`config.mk`:
```
export PLATFORM = sky130hd
export DESIGN_NAME = abs_cmd_ctrl
export DESIGN_NICKNAME = d
export VERILOG_FILES = /design/src/rtl/abs_cmd_ctrl_pkg.sv /design/src/rtl/abs_cmd_ctrl_timer.sv /design/src/rtl/abs_cmd_ctrl.sv
export SDC_FILE = /design/constraint.sdc
export NUM_CORES = 1
export LEC_CHECK = 0
export BUFFER_PORTS_ARGS = -buffer_cell sky130_fd_sc_hd__buf_2
export CAP_MARGIN = 40
export CORE_AREA = 2 2 114 94
export CTS_BUF_LIST = sky130_fd_sc_hd__clkbuf_4 sky130_fd_sc_hd__clkbuf_8
export DETAILED_ROUTE_END_ITERATION = 7
export DIE_AREA = 0 0 116 96
export MAX_ROUTING_LAYER = met4
export PLACE_DENSITY = 0.81
export RECOVER_POWER = 25
export SLEW_MARGIN = 15
export SYNTH_ARGS = -nofsm -noshare
export SYNTH_HDL_FRONTEND = slang
export SYNTH_SLANG_ARGS = --single-unit
```
`constraint.sdc`:
```
create_clock -name sys_clk -period 4.4 [get_ports sys_clk]
set_input_delay 0.88 -clock sys_clk [delete_from_list [all_inputs] [get_ports sys_clk]]
set_output_delay 0.88 -clock sys_clk [all_outputs]
set_load 0.01 [all_outputs]
```
`src/rtl/abs_cmd_ctrl_pkg.sv`:
```
// abs_cmd_ctrl_pkg: DMI addresses, command field positions, error codes and FSM states.
package abs_cmd_ctrl_pkg;
  localparam logic [6:0] ADDR_DATA0   = 7'h04;
  localparam logic [6:0] ADDR_ABSCS   = 7'h16;
  localparam logic [6:0] ADDR_COMMAND = 7'h17;
  localparam int CMDTYPE_HI  = 31;
  localparam int CMDTYPE_LO  = 24;
  localparam int AARSIZE_HI  = 22;
  localparam int AARSIZE_LO  = 20;
  localparam int TRANSFER_BIT = 17;
  localparam int WRITE_BIT    = 16;
  localparam int CMDERR_HI   = 10;
  localparam int CMDERR_LO   = 8;
  typedef enum logic [2:0] {
    ERR_NONE   = 3'd0,
    ERR_BUSY   = 3'd1,
    ERR_NOTSUP = 3'd2,
    ERR_EXC    = 3'd3,
    ERR_HALT   = 3'd4
  } cmderr_e;
  typedef enum logic {ST_IDLE, ST_BUSY} state_e;
  // datacount=1, progbufsize=0, everything else reserved as zero
  function automatic logic [31:0] abstractcs_word(input logic [2:0] err, input logic busy);
    return {19'd0, busy, 1'b0, err, 4'd0, 4'd1};
  endfunction
endpackage

```
`src/rtl/abs_cmd_ctrl_timer.sv`:
```
// abs_cmd_ctrl_timer: BUSY-phase cycle counter flagging when the timeout limit is reached.
module abs_cmd_ctrl_timer #(
  parameter int TIMEOUT_CYCLES = 64
) (
  input  logic clk,
  input  logic rst,
  input  logic clr_i,
  input  logic en_i,
  output logic expired_o
);
  localparam int CW = $clog2(TIMEOUT_CYCLES);
  logic [CW-1:0] cnt_q;
  always_ff @(posedge clk or posedge rst)
    if (rst) cnt_q <= '0;
    else if (clr_i) cnt_q <= '0;
    else if (en_i) cnt_q <= cnt_q + 1'b1;
  assign expired_o = cnt_q == CW'(TIMEOUT_CYCLES - 1);
endmodule

```
`src/rtl/abs_cmd_ctrl.sv`:
```
// abs_cmd_ctrl: owns data0/command/abstractcs and sequences one abstract command at a time.
module abs_cmd_ctrl
  import abs_cmd_ctrl_pkg::*;
#(
  parameter int DM_REG_WIDTH   = 32,
  parameter int DATA_WIDTH     = 32,
  parameter int TIMEOUT_CYCLES = 64
) (
  input  logic                    sys_clk,
  input  logic                    sys_rst,
  input  logic                    dmi_wr,
  input  logic                    dmi_rd,
  input  logic [6:0]              dmi_addr,
  input  logic [DM_REG_WIDTH-1:0] dmi_wdata,
  output logic [DM_REG_WIDTH-1:0] dmi_rdata,
  output logic                    dmi_rvalid,
  input  logic                    halted,
  output logic [DM_REG_WIDTH-1:0] data0,
  output logic [DM_REG_WIDTH-1:0] command,
  output logic                    cmd_update,
  input  logic                    cmd_finished,
  input  logic [DATA_WIDTH-1:0]   cmd_read_data
);
  state_e                  state_q, state_d;
  logic [DM_REG_WIDTH-1:0] data0_q, data0_d, command_q, command_d, rdata_q, rdata_d;
  logic [2:0]              cmderr_q, cmderr_d;
  logic                    rvalid_q, timer_clr, expired, raise;
  cmderr_e                 err_code;
  logic                    wr_data0, wr_cmd, wr_abscs, busy, unsupported;
  assign busy      = state_q == ST_BUSY;
  assign wr_data0  = dmi_wr && dmi_addr == ADDR_DATA0;
  assign wr_cmd    = dmi_wr && dmi_addr == ADDR_COMMAND;
  assign wr_abscs  = dmi_wr && dmi_addr == ADDR_ABSCS;
  assign unsupported = dmi_wdata[CMDTYPE_HI:CMDTYPE_LO] != '0 ||
                       (dmi_wdata[TRANSFER_BIT] && dmi_wdata[AARSIZE_HI:AARSIZE_LO] != 3'd2);
  abs_cmd_ctrl_timer #(.TIMEOUT_CYCLES(TIMEOUT_CYCLES)) u_timer (
    .clk       (sys_clk),
    .rst       (sys_rst),
    .clr_i     (timer_clr),
    .en_i      (busy && !cmd_finished),
    .expired_o (expired)
  );
  always_comb begin
    state_d   = state_q;
    data0_d   = data0_q;
    command_d = command_q;
    cmderr_d  = wr_abscs ? cmderr_q & ~dmi_wdata[CMDERR_HI:CMDERR_LO] : cmderr_q;
    timer_clr = 1'b0;
    raise     = 1'b0;
    err_code  = ERR_NONE;
    if (!busy) begin
      if (wr_data0) data0_d = dmi_wdata;
      if (wr_cmd && cmderr_q == ERR_NONE) begin
        command_d = dmi_wdata;
        if (unsupported) begin
          raise    = 1'b1;
          err_code = ERR_NOTSUP;
        end else if (dmi_wdata[TRANSFER_BIT] && !halted) begin
          raise    = 1'b1;
          err_code = ERR_HALT;
        end else if (dmi_wdata[TRANSFER_BIT]) begin
          state_d   = ST_BUSY;
          timer_clr = 1'b1;
        end
      end
    end else begin
      if (wr_data0 || wr_cmd) begin
        raise    = 1'b1;
        err_code = ERR_BUSY;
      end
      // finish beats a same-cycle timeout and any DMI write to data0
      if (cmd_finished) begin
        data0_d = command_q[WRITE_BIT] ? data0_q : cmd_read_data;
        state_d = ST_IDLE;
      end else if (expired) begin
        raise    = 1'b1;
        err_code = ERR_EXC;
        state_d  = ST_IDLE;
      end
    end
    if (raise && cmderr_q == ERR_NONE) cmderr_d = err_code;
  end
  assign rdata_d = !dmi_rd ? rdata_q :
                   dmi_addr == ADDR_DATA0   ? data0_q :
                   dmi_addr == ADDR_COMMAND ? command_q :
                   dmi_addr == ADDR_ABSCS   ? DM_REG_WIDTH'(abstractcs_word(cmderr_q, busy)) : '0;
  always_ff @(posedge sys_clk or posedge sys_rst)
    if (sys_rst) begin
      state_q   <= ST_IDLE;
      data0_q   <= '0;
      command_q <= '0;
      cmderr_q  <= '0;
      rdata_q   <= '0;
      rvalid_q  <= 1'b0;
    end else begin
      state_q   <= state_d;
      data0_q   <= data0_d;
      command_q <= command_d;
      cmderr_q  <= cmderr_d;
      rdata_q   <= rdata_d;
      rvalid_q  <= dmi_rd;
    end
  assign dmi_rdata  = rdata_q;
  assign dmi_rvalid = rvalid_q;
  assign data0      = data0_q;
  assign command    = command_q;
  assign cmd_update = busy;
endmodule

```
Word level (Yosys, flattened, before mapping) --
Index checks and enable logic that the tools add are counted.
Word-level totals: output and inout port bits 98, logic and storage cells 70, register bits 107, bits of input ports 77
Operators by class: reductions and logical operators 19, muxes and demuxes 33, bitwise operators 3, $add $sub $neg 1, equality and inequality tests 7
Operators with widths (number):
- $mux 32 | 6
- $mux 3 | 8
- $mux 1 | 16
- $eq 7x5->1 const B | 2
- $mux 13 | 1
- $mux 6 | 2
- $logic_and 1x1->1 | 8
- $reduce_bool 8->1 | 1
- $eq 7x3->1 const B | 1
- $add 6x1->6 const B | 1
- $eq 6x6->1 const B | 1
- $reduce_bool 2->1 | 3
- $ne 2x2->1 const B | 2
- $and 3x3->3 | 1
- $logic_not 3->1 | 1
- $ne 3x2->1 const B | 1
- $not 3->3 | 1
- $reduce_and 3->1 | 1
- $logic_not 1->1 | 2
- $logic_or 1x1->1 | 2
- $reduce_and 2->1 | 1
- $not 1->1 | 1

Longest topological paths before layout --
Gate-level depths: netlist (run 1).
depth in word-level cells 9, mapped depth 7, depth with buffers taken out 5

Cells and area by module --
A second synthesis (run 1) with hierarchy kept.
Unflattened totals: cells, all modules 433, area total of the unflattened synthesis 4928.5 um^2
By module, submodules not included:
- abs_cmd_ctrl | area each 4647.0 um^2, times used 1, cells each 406, seq. area each 2527.4 um^2
- abs_cmd_ctrl_timer | area each 281.5 um^2, times used 1, cells each 27, seq. area each 150.1 um^2

Worst setup path after synthesis (run 1) --
No wires, ideal clock.
path kind input to register, start input port dmi_addr[3], end register command_q[10], in the netlist command[10], required time 4.275 ns, stages on the path 6, setup time 0.125 ns, arrival time 2.654 ns, slack 1.621 ns, buffers on the path 3, path through or4b_1 -> clkbuf_2 -> or4b_1 -> buf_6 -> buf_12 -> mux2_4
On the way: longest elaborated chain between the ends 4
Ends and longest elaborated chain:
- from (decl) | line abs_cmd_ctrl.sv:13 | input logic [6:0] dmi_addr,
- $eq 7x5->1 | line abs_cmd_ctrl.sv:32 | assign wr_cmd = dmi_wr && dmi_addr == ADDR_COMMAND;
- $logic_and 1x1->1 | line abs_cmd_ctrl.sv:32
- $logic_and 1x1->1 | line abs_cmd_ctrl.sv:53 | if (wr_cmd && cmderr_q == ERR_NONE) begin
- $reduce_and 2->1 (no source line)
- to (signal assigned) | line abs_cmd_ctrl.sv:98 | command_q <= command_d;
- to (decl) | line abs_cmd_ctrl.sv:25 | logic [DM_REG_WIDTH-1:0] data0_q, data0_d, command_q, command_d, rdata_q, rdata_d;
No other way between the ends. A chain may end at the register's enable or synchronous reset.

Worst setup path in the final report (run 1) --
start input port dmi_addr[3], end register u_timer.cnt_q[5]
On the way: longest elaborated chain between the ends 6, elaborated cells between the ends (all ways) 7, classes of those cells eq/ne: 1; mux: 3; reduce/logical: 3
Ends and longest elaborated chain:
- $eq 7x5->1 * | line abs_cmd_ctrl.sv:32
- $logic_and 1x1->1 * | line abs_cmd_ctrl.sv:32
- $logic_and 1x1->1 * | line abs_cmd_ctrl.sv:53
- $mux 1 * | line abs_cmd_ctrl.sv:53
- $mux 1 * | line abs_cmd_ctrl.sv:51 | if (!busy) begin
- $mux 6 / $reduce_bool 2->1 (equally long branches)
- to (signal assigned) | line abs_cmd_ctrl_timer.sv:16 | else if (en_i) cnt_q <= cnt_q + 1'b1;
- to (decl) | line abs_cmd_ctrl_timer.sv:12 | logic [CW-1:0] cnt_q;
Every way passes the cells marked *; elsewhere a longest branch is shown, timed or not.

==> run_results.csv, run 1 <==
group,metric,value,unit
status,status,"complete, but fails checks",
status,violations,"max-capacitance violations, max-slew violations",
grt,grt_overflow_total,0,
clocking,cts_num_sinks,107,
drt,ant_nets,0,
clocking,cts_tree,"yes",
drt,vias,4152,
sta,hold_violations,0,
placement,hpwl,9489,um
synthesis,synth_cells,431,
worst_setup_path,criticalPathCategory,"in2reg",
floorplanning,pin_count,175,
worst_setup_path,start_kind,"primary input",
worst_setup_path,crit_required,4.64,ns
sta,rsz0062_at_grt,"no",
synthesis,syn_avg_cell_area,11.77,sq um
drt,drt-total-wl,13400,um
floorplanning,die_x,116,um
run,drv_cap,2,
clocking,clk_pin_slew_worst_paths,0.10,ns
sta,finalCritPeriodShare,67.14,%
sta,max-slew-margin-rel,-22.13,%
synthesis,async_reset_ff_share,100.0,%
clocking,clkLatencyLatePin,0.37,ns
sta,period_needed,2.954,ns
synthesis,synth_top_area_share,52.80,%
finish,nNetsFinal,672,
sta,fin_ws,1.446,ns
drt,wl_per_cell,18.13,um
finish,final_layout_size_suffix_gt1_share,39.73,%
clocking,cts_buffers,9,
drt,drt_iter0_drc,302,
synthesis,synth_edf_count,0,
synthesis,synth_seq_cells,107,
drt,drtPass1Iterations,5,
synthesis,seq_area_frac_synth,52.80,%
finish,final_cell_mix,"buf_2, dfrtp_1, mux2i_1",
sta,setup_viol,0,
sta,worst_pin_slew,1.832,ns
sta,setup_tns,0,ns
floorplanning,dieArea,11140,sq um
drt,viasPerCell,5.618,
grt,antenna_found_initial,0,
clocking,clockBufferDepth,2,
synthesis,ys_top_cells_by_area,"dfrtp_1, mux2i_1, mux2_4, a22oi_1, a21oi_1",
floorplanning,initial_utilization,50.75,%
worst_setup_path,worstPathArrival,3.20,ns
placement,place_ws,1.077,ns
drt,drc_errors,0,
floorplanning,die_y,96,um
synthesis,syn_nets,509,
power,power_density,306.4,nW/um^2
synthesis,yosys_warnings,0,
clocking,root_buffer,"clkbuf_8",
synthesis,synth_cell_type_count,40,
synthesis,synth_area,5071,sq um
sta,fmax,338.5,MHz
worst_setup_path,worstSetupEndpointType,"flip-flop",
hold_path,hp-class,"reg2reg",
sta,skew,0.007656,ns
placement,gp_congestion,0.8247,
floorplanning,coreArea,9992,sq um
placement,io_buffers,174,
finish,insertedDiodeCount,0,
grt,grt.total_usage,24.74,%
synthesis,yosysTopAreaCell,"dfrtp_1",
sta,maxSlewViolCount,75,
clocking,ctsResizeCount,0,
clocking,holdBufCountCts,0,
power,power.leakage,3.364,nW
grt,grt_max_degree,52,
clocking,post-cts-setup-buffers,0,
grt,grt_pass1_vias,3988,
power,peakVddDrop,0.0001407,V
grt,grt_pass1_wl,20440,um
finish,syn2layout_area_growth,22.23,%
finish,layout_commonest_cell,"buf_2",
synthesis,synth-main-ff-cell,"dfrtp_1",
clocking,htree_levels,3,
floorplanning,row_count,33,
worst_setup_path,cp_max_fo,35,
==> flip-flops by register name, indices dropped and copies added (netlist names) <==
signal,flops
cmderr_q,3
u_timer.cnt_q,6
data0,32
command,32
cmd_update,1
dmi_rdata,32
dmi_rvalid,1
==> logic make-up (layout without fill, tap and decap cells) <==
kind of cell | Yosys count | after routing | synth area share (%)
compound gates | 99 | 99 | 12.29
xor+xnor | 5 | 5 | 0.8635
fa+ha+maj | 1 | 1 | 0.2467
buf+inv | 35 | 203 | 3.725
flops | 107 | 107 | 52.80
mux | 94 | 94 | 21.44
simple gates | 90 | 90 | 8.636
==> where the power goes <==
group	leakage, nW	switching [mW]	internal (mW)	total (mW)
clock network	0.0933	0.343	0.227	0.570
logic	1.84	0.142	0.109	0.251
registers	1.43	0.0422	1.04	1.08
==> critical path, cell delays in order <==
cell and delay (ns):
buf_2 0.10, or4b_1 0.67, or4b_2 0.71, buf_4 0.35, nor3_4 0.36, nor2_1 0.10
==> cell usage after synthesis, types with 4 or more instances <==
master	instances
a21oi_1	44
a22o_1	4
a22oi_1	31
clkbuf_1	25
dfrtp_1	107
inv_1	4
mux2_2	5
mux2_4	28
mux2i_1	61
nand2_1	4
nand3_1	5
nand4_1	6
nor2_1	53
o22ai_1	12
xor2_1	4
==> layout make-up <==
class	count	area [sq um]
clock buffers	10	137.6
clock inverters	6	47.55
fillers	843	3794
inverters	4	16.27
multi-input cells	289	2213
flip-flops and latches	107	2678
well taps	140	175.2
repair buffers	183	930.9
==> through the flow <==
step / hold WS, ns / instances / area, sq um / util, % / power [mW]
after CTS: 0.4595 / 739 / 6207 / 62.12 / 1.918
after global routing: 0.5552 / 739 / 6198 / 62.03 / 1.981
after global placement: 0.4990 / 723 / 6022 / 60.27 / 1.340
after floorplan: 0.4737 / 431 / 5071 / - / 1.218
after detailed placement: 0.4985 / 723 / 6022 / 60.27 / 1.351
final: 0.5250 / 739 / 6198 / 62.03 / 1.899
==> final timing paths <==
kind / slack, ns / cells past startpoint / to / startpoint
max in group asynchronous: 1.54 / 3 / data0[9]$_DFFE_PP0P_ / sys_rst
min reg2reg: 0.52 / 2 / dmi_rdata[12]$_DFFE_PP0P_ / dmi_rdata[12]$_DFFE_PP0P_
min: 0.52 / 2 / dmi_rdata[12]$_DFFE_PP0P_ / dmi_rdata[12]$_DFFE_PP0P_
min in group asynchronous: 0.69 / 2 / dmi_rdata[29]$_DFFE_PP0P_ / sys_rst
max reg2reg: 1.96 / 5 / u_timer.cnt_q[5]$_DFFE_PP0P_ / cmderr_q[0]$_DFFE_PP0P_
max: 1.45 / 6 / u_timer.cnt_q[5]$_DFFE_PP0P_ / dmi_addr[3]
==> layer usage <==
metal | GRT usage (%) | part of all wire [%]
met1 | 32.54 | 44
met2 | 40.64 | 50
met3 | 4.030 | 5.6
met4 | 6.151 | 1.0
met5 | - | 0
No activity file was read; power rests on OpenSTA's default activity.
==> run 2: changes to the inputs <==
- clock period: 4.4 -> 2.8 ns (I/O delays scaled with it)
==> run_results.csv, run 2 (synthesized netlist as in run 1, its figures left out) <==
group,metric,value,unit
worst_setup_path,slowest_delay,0.79,ns
drt,drc_errors,0,
clocking,cts_tree,"yes",
drt,ant_nets,0,
clocking,htree_levels,3,
sta,skew,0.01109,ns
placement,dp_cells,730,
finish,nNetsFinal,679,
power,power.leakage,3.425,nW
floorplanning,die_y,96,um
clocking,clk_pin_slew_worst_paths,0.10,ns
sta,setup_viol,0,
grt,grt_pass1_vias,4100,
floorplanning,coreArea,9992,sq um
sta,maxSlewViolCount,0,
sta,hold_violations,0,
worst_setup_path,worstPathArrival,2.62,ns
grt,grt.total_usage,25.87,%
run,drv_cap,0,
power,power_density,497.7,nW/um^2
finish,final_cell_mix,"buf_2, dfrtp_1, mux2i_1",
worst_setup_path,worstSetupEndpointType,"flip-flop",
sta,setup_tns,0,ns
worst_setup_path,start_kind,"primary input",
placement,hpwl,9808,um
hold_path,hp-class,"in2reg",
sta,rsz0062_at_grt,"no",
clocking,post-cts-setup-buffers,0,
worst_setup_path,crit_chain,"buf_2, or4b_1, or4b_2, buf_4, mux2_4",
clocking,cts_buffers,9,
grt,grt_pass1_wl,21270,um
drt,drt_iter0_drc,354,
clocking,holdBufCountCts,0,
worst_setup_path,cp_max_fo,13,
finish,layout_commonest_cell,"buf_2",
sta,finalCritPeriodShare,84.48,%
clocking,root_buffer,"clkbuf_8",
clocking,clkLatencyLatePin,0.37,ns
clocking,ctsResizeCount,0,
status,status,"complete, no violations",
power,total_power,3.145,mW
finish,final_layout_size_suffix_gt1_share,40.50,%
drt,viasPerCell,5.719,
placement,io_buffers,174,
drt,drtPass1Iterations,5,
grt,grt_max_degree,108,
floorplanning,row_count,33,
floorplanning,dieArea,11140,sq um
finish,nFillCells,822,
floorplanning,pin_count,175,
drt,wl_per_cell,18.56,um
clocking,cts_num_sinks,107,
floorplanning,die_x,116,um
worst_setup_path,slowest_stage,"or4b_2",
worst_setup_path,r2r_slack,0.54,ns
placement,gp_congestion,0.8448,
finish,insertedDiodeCount,0,
clocking,clockBufferDepth,2,
worst_setup_path,crit_required,3.05,ns
worst_setup_path,criticalPathCategory,"in2reg",
finish,syn2layout_area_growth,24.62,%
power,peakVddDrop,0.0002398,V
sta,worst_pin_slew,1.437,ns
drt,vias,4261,
grt,antenna_found_initial,0,
finish,stdcell_count,745,
sta,max-slew-margin-rel,4.230,%
drt,drt-total-wl,13830,um
grt,grt_overflow_total,0,
sta,fmax,422.8,MHz
sta,period_needed,2.365,ns
floorplanning,initial_utilization,50.75,%
run 2: cell types whose count changed in the layout (fill, tap and decap cells not counted), sizes merged:
cell	change
clkbuf	+2
clkinv	-3
inv	-2
buf	+8
bufinv	+2
clkinvlp	-1
run 2: worst max-delay path: cells and delay by family:
kind	cells	cell delay (ns)
buffers and inverters	2	0.37
AND/OR/NAND/NOR	2	1.36
multiplexers	1	0.32
run 2: path summary, 6_finish.rpt:
| path | depth (start not counted) | from | endpoint |
|---|---|---|---|
| max in group asynchronous | 3 | sys_rst | dmi_rdata[17]$_DFFE_PP0P_ |
| worst min-delay path | 2 | dmi_wdata[4] | command[4]$_DFFE_PP0P_ |
| min in group asynchronous | 3 | sys_rst | dmi_rvalid$_DFF_PP0_ |
| worst max-delay path | 5 | dmi_addr[3] | command[12]$_DFFE_PP0P_ |
| worst max register to register | 4 | cmderr_q[0]$_DFFE_PP0P_ | command[12]$_DFFE_PP0P_ |
| worst min register to register | 1 | dmi_rdata[0]$_DFFE_PP0P_ | dmi_rdata[0]$_DFFE_PP0P_ |
run 2: cell type report:
cell class	count	area (sq um)	area share, %
inverters	4	18.77	0.2970
multi-input cells	289	2213	35.02
clock buffers	13	160.2	2.534
well taps	140	175.2	2.772
flip-flops and latches	107	2678	42.37
repair buffers	190	1015	16.06
clock inverters	2	60.06	0.9503
run 2: routing by layer:
metal | wire, um | global-route usage (%)
met5 | 0 | -
met4 | 210 | 7.143
met3 | 889 | 5.416
met2 | 6874 | 41.76
met1 | 5854 | 33.58
run 2: where the power goes:
group / internal, mW / switching, mW / total (mW)
sequential: 1.63 / 0.0665 / 1.69
clock: 0.555 / 0.498 / 1.05
combinational: 0.174 / 0.225 / 0.399
run 2: stage by stage:
step           instance area, sq um  setup WS [ns]  hold WS, ns  utilization [%]
6_report                       6320         0.4346       0.4318            63.25
3_3_place_gp                   6113        0.09407       0.5000            61.18
3_5_place_dp                   6113        0.06620       0.5053            61.18
4_1_cts                        6334         0.4611       0.3681            63.39
5_1_grt                        6320         0.4305       0.4218            63.25
2_1_floorplan                  5075         0.3405       0.4737                -
==> run 3: changes to the inputs <==
- ABC_AREA: not set -> 1
- CORE_AREA: 2 2 114 94 -> 2 2 118 97
- DIE_AREA: 0 0 116 96 -> 0 0 120 99
- PLACE_DENSITY: 0.81 -> 0.77
- clock period: 2.8 -> 1.9 ns (I/O delays scaled with it)
==> run_results.csv, run 3 <==
group,metric,value,unit
run,drv_cap,1,
finish,nNetsFinal,804,
worst_setup_path,r2r-end,"u_timer.cnt_q[5]$_DFFE_PP0P_",
synthesis,async_reset_ff_share,100.0,%
placement,gp_congestion,0.8400,
synthesis,synth_cells,558,
finish,fin_area,6096,sq um
synthesis,synth_cell_type_count,30,
floorplanning,initial_utilization,45.28,%
finish,stdcell_count,875,
synthesis,synth_seq_cells,107,
drt,drt_iter0_drc,403,
grt,grt.total_usage,24.65,%
worst_setup_path,start_kind,"flip-flop",
drt,drt-total-wl,13910,um
grt,grt_pass1_wl,22240,um
finish,layout_commonest_cell,"buf_2",
floorplanning,die_y,99,um
sta,setup_tns,0,ns
sta,finalCritPeriodShare,85.09,%
placement,dp_cells,859,
finish,syn2layout_area_growth,26.09,%
drt,vias,4608,
floorplanning,pin_count,175,
status,status,"complete, but fails checks",
clocking,holdBufCountCts,0,
hold_path,hp-class,"in2reg",
sta,maxSlewViolCount,0,
finish,insertedDiodeCount,0,
floorplanning,dieArea,11880,sq um
power,peakVddDrop,0.0004511,V
placement,hpwl,10030,um
placement,dpl_cell_area,5923,sq um
clocking,clockBufferDepth,2,
synthesis,synth-main-ff-cell,"dfrtp_1",
sta,period_needed,1.617,ns
worst_setup_path,r2r_cells,7,
floorplanning,row_count,34,
clocking,cts_num_sinks,107,
clocking,clk_pin_slew_worst_paths,0.10,ns
synthesis,yosys_warnings,0,
synthesis,seq_area_frac_synth,55.38,%
sta,fmax,618.5,MHz
clocking,clkLatencyLatePin,0.36,ns
synthesis,synth_area,4835,sq um
clocking,root_buffer,"clkbuf_8",
sta,worst_pin_slew,1.492,ns
power,power.leakage,3.247,nW
synthesis,synth_edf_count,0,
worst_setup_path,crit_required,2.16,ns
grt,grt_pass1_vias,4346,
clocking,cts_tree,"yes",
synthesis,ys_top_cells_by_count,"nand2_1, dfrtp_1, nor2_1",
sta,rsz0062_at_grt,"no",
power,power_density,800.4,nW/um^2
drt,ant_nets,0,
worst_setup_path,cp_max_fo,5,
sta,skew,0.008923,ns
hold_path,min_to,"command[5]$_DFFE_PP0P_",
finish,final_cell_mix,"buf_2, nand2_1, dfrtp_1",
drt,drc_errors,0,
finish,final_layout_size_suffix_gt1_share,30.10,%
floorplanning,die_x,120,um
grt,grt_max_degree,62,
worst_setup_path,criticalPathCategory,"reg2reg",
synthesis,synth_most_common_cell,"nand2_1",
synthesis,syn_nets,636,
worst_setup_path,worstSetupEndpointType,"flip-flop",
worst_setup_path,r2r_slack,0.28,ns
grt,grt_overflow_total,0,
clocking,cts_buffers,9,
floorplanning,coreArea,10680,sq um
synthesis,syn_avg_cell_area,8.664,sq um
grt,antenna_found_initial,0,
clocking,post-cts-setup-buffers,0,
synthesis,yosysTopAreaCell,"dfrtp_1",
clocking,ctsResizeCount,0,
clocking,htree_levels,3,
sta,setup_viol,0,
drt,drtPass1Iterations,4,
sta,hold_violations,0,
hold_path,hold_start,"dmi_wdata[5]",
drt,viasPerCell,5.266,
placement,io_buffers,174,
synthesis,ys_top_cells_by_area,"dfrtp_1, nand2_1, nor2_1, o21ai_0, inv_1",
worst_setup_path,timing.rr.start,"cmd_update$_DFF_PP0_",
synthesis,synth_top_area_share,55.38,%
sta,fin_hold_ws,0.2572,ns
hold_path,hold_depth,2,
drt,wl_per_cell,15.89,um
sta,max-slew-margin-rel,0.5059,%
status,violations,"max-capacitance violations",
worst_setup_path,worstPathArrival,1.87,ns
==> run 3: critical path, stage by stage (launching register included) <==
cell and delay (ns):
dfrtp_1 0.43, clkinv_1 0.16, nor2_2 0.24, inv_1 0.14
nor2_1 0.21, nand3_1 0.12, xor2_1 0.16, nor2_1 0.06
==> run 3: worst max-delay path by stage <==
| stage | slack, ns | start | cells after the start | endpoint |
|---|---|---|---|---|
| after global placement | 0.24 | dmi_wdata[26] | 8 | u_timer.cnt_q[5]$_DFFE_PP0P_ |
| after global routing | 0.12 | sys_rst | 3 | data0[6]$_DFFE_PP0P_ |
| after detailed placement | 0.16 | dmi_wdata[26] | 8 | u_timer.cnt_q[4]$_DFFE_PP0P_ |
| after CTS | 0.32 | cmd_update$_DFF_PP0_ | 7 | u_timer.cnt_q[5]$_DFFE_PP0P_ |
| after floorplan | 0.23 | sys_rst | 1 | cmd_update$_DFF_PP0_ |
| final | 0.28 | cmd_update$_DFF_PP0_ | 7 | u_timer.cnt_q[5]$_DFFE_PP0P_ |
==> run 3: logic make-up (layout without fill, tap and decap cells) <==
logic type / Yosys count / after routing / share of synthesized area, %
flops: 107 / 107 / 55.38
compound gates: 119 / 119 / 14.65
xor+xnor: 5 / 5 / 0.9060
buf+inv: 78 / 251 / 6.832
mux: 9 / 9 / 2.407
fa+ha+maj: 1 / 1 / 0.2588
simple gates: 239 / 239 / 19.57
==> run 3: layer usage <==
| layer | vias up | global-route usage [%] | routed length (um) |
|---|---|---|---|
| li1 | 2165 | - | - |
| met1 | 2202 | 33.61 | 6119 |
| met2 | 231 | 37.72 | 6513 |
| met3 | 10 | 6.713 | 1209 |
| met4 | 0 | 4.163 | 64 |
| met5 | - | - | 0 |
==> run 3: metrics by stage <==
stage | worst slack (ns) | util (%) | power (mW)
2_1_floorplan | 0.2325 | - | 3.097
3_3_place_gp | 0.2396 | 55.47 | 3.499
3_5_place_dp | 0.1580 | 55.47 | 3.535
4_1_cts | 0.3187 | 57.31 | 4.928
5_1_grt | 0.1216 | 57.09 | 5.131
6_report | 0.2832 | 57.09 | 4.879
==> run 3: area by class of cell <==
class,count,area (sq um)
Multi-Input combinational cell,373,1827
Clock inverter,6,65.06
Clock buffer,10,131.4
Inverter,45,170.2
Timing Repair Buffer,190,1045
Tap cell,144,180.2
Sequential cell,107,2678
Fill cell,960,4582
==> run 3: power by group <==
part | internal [mW] | total (mW) | switching, mW
registers | 2.50 | 2.68 | 0.181
logic | 0.348 | 0.801 | 0.453
clock network | 0.628 | 1.40 | 0.773
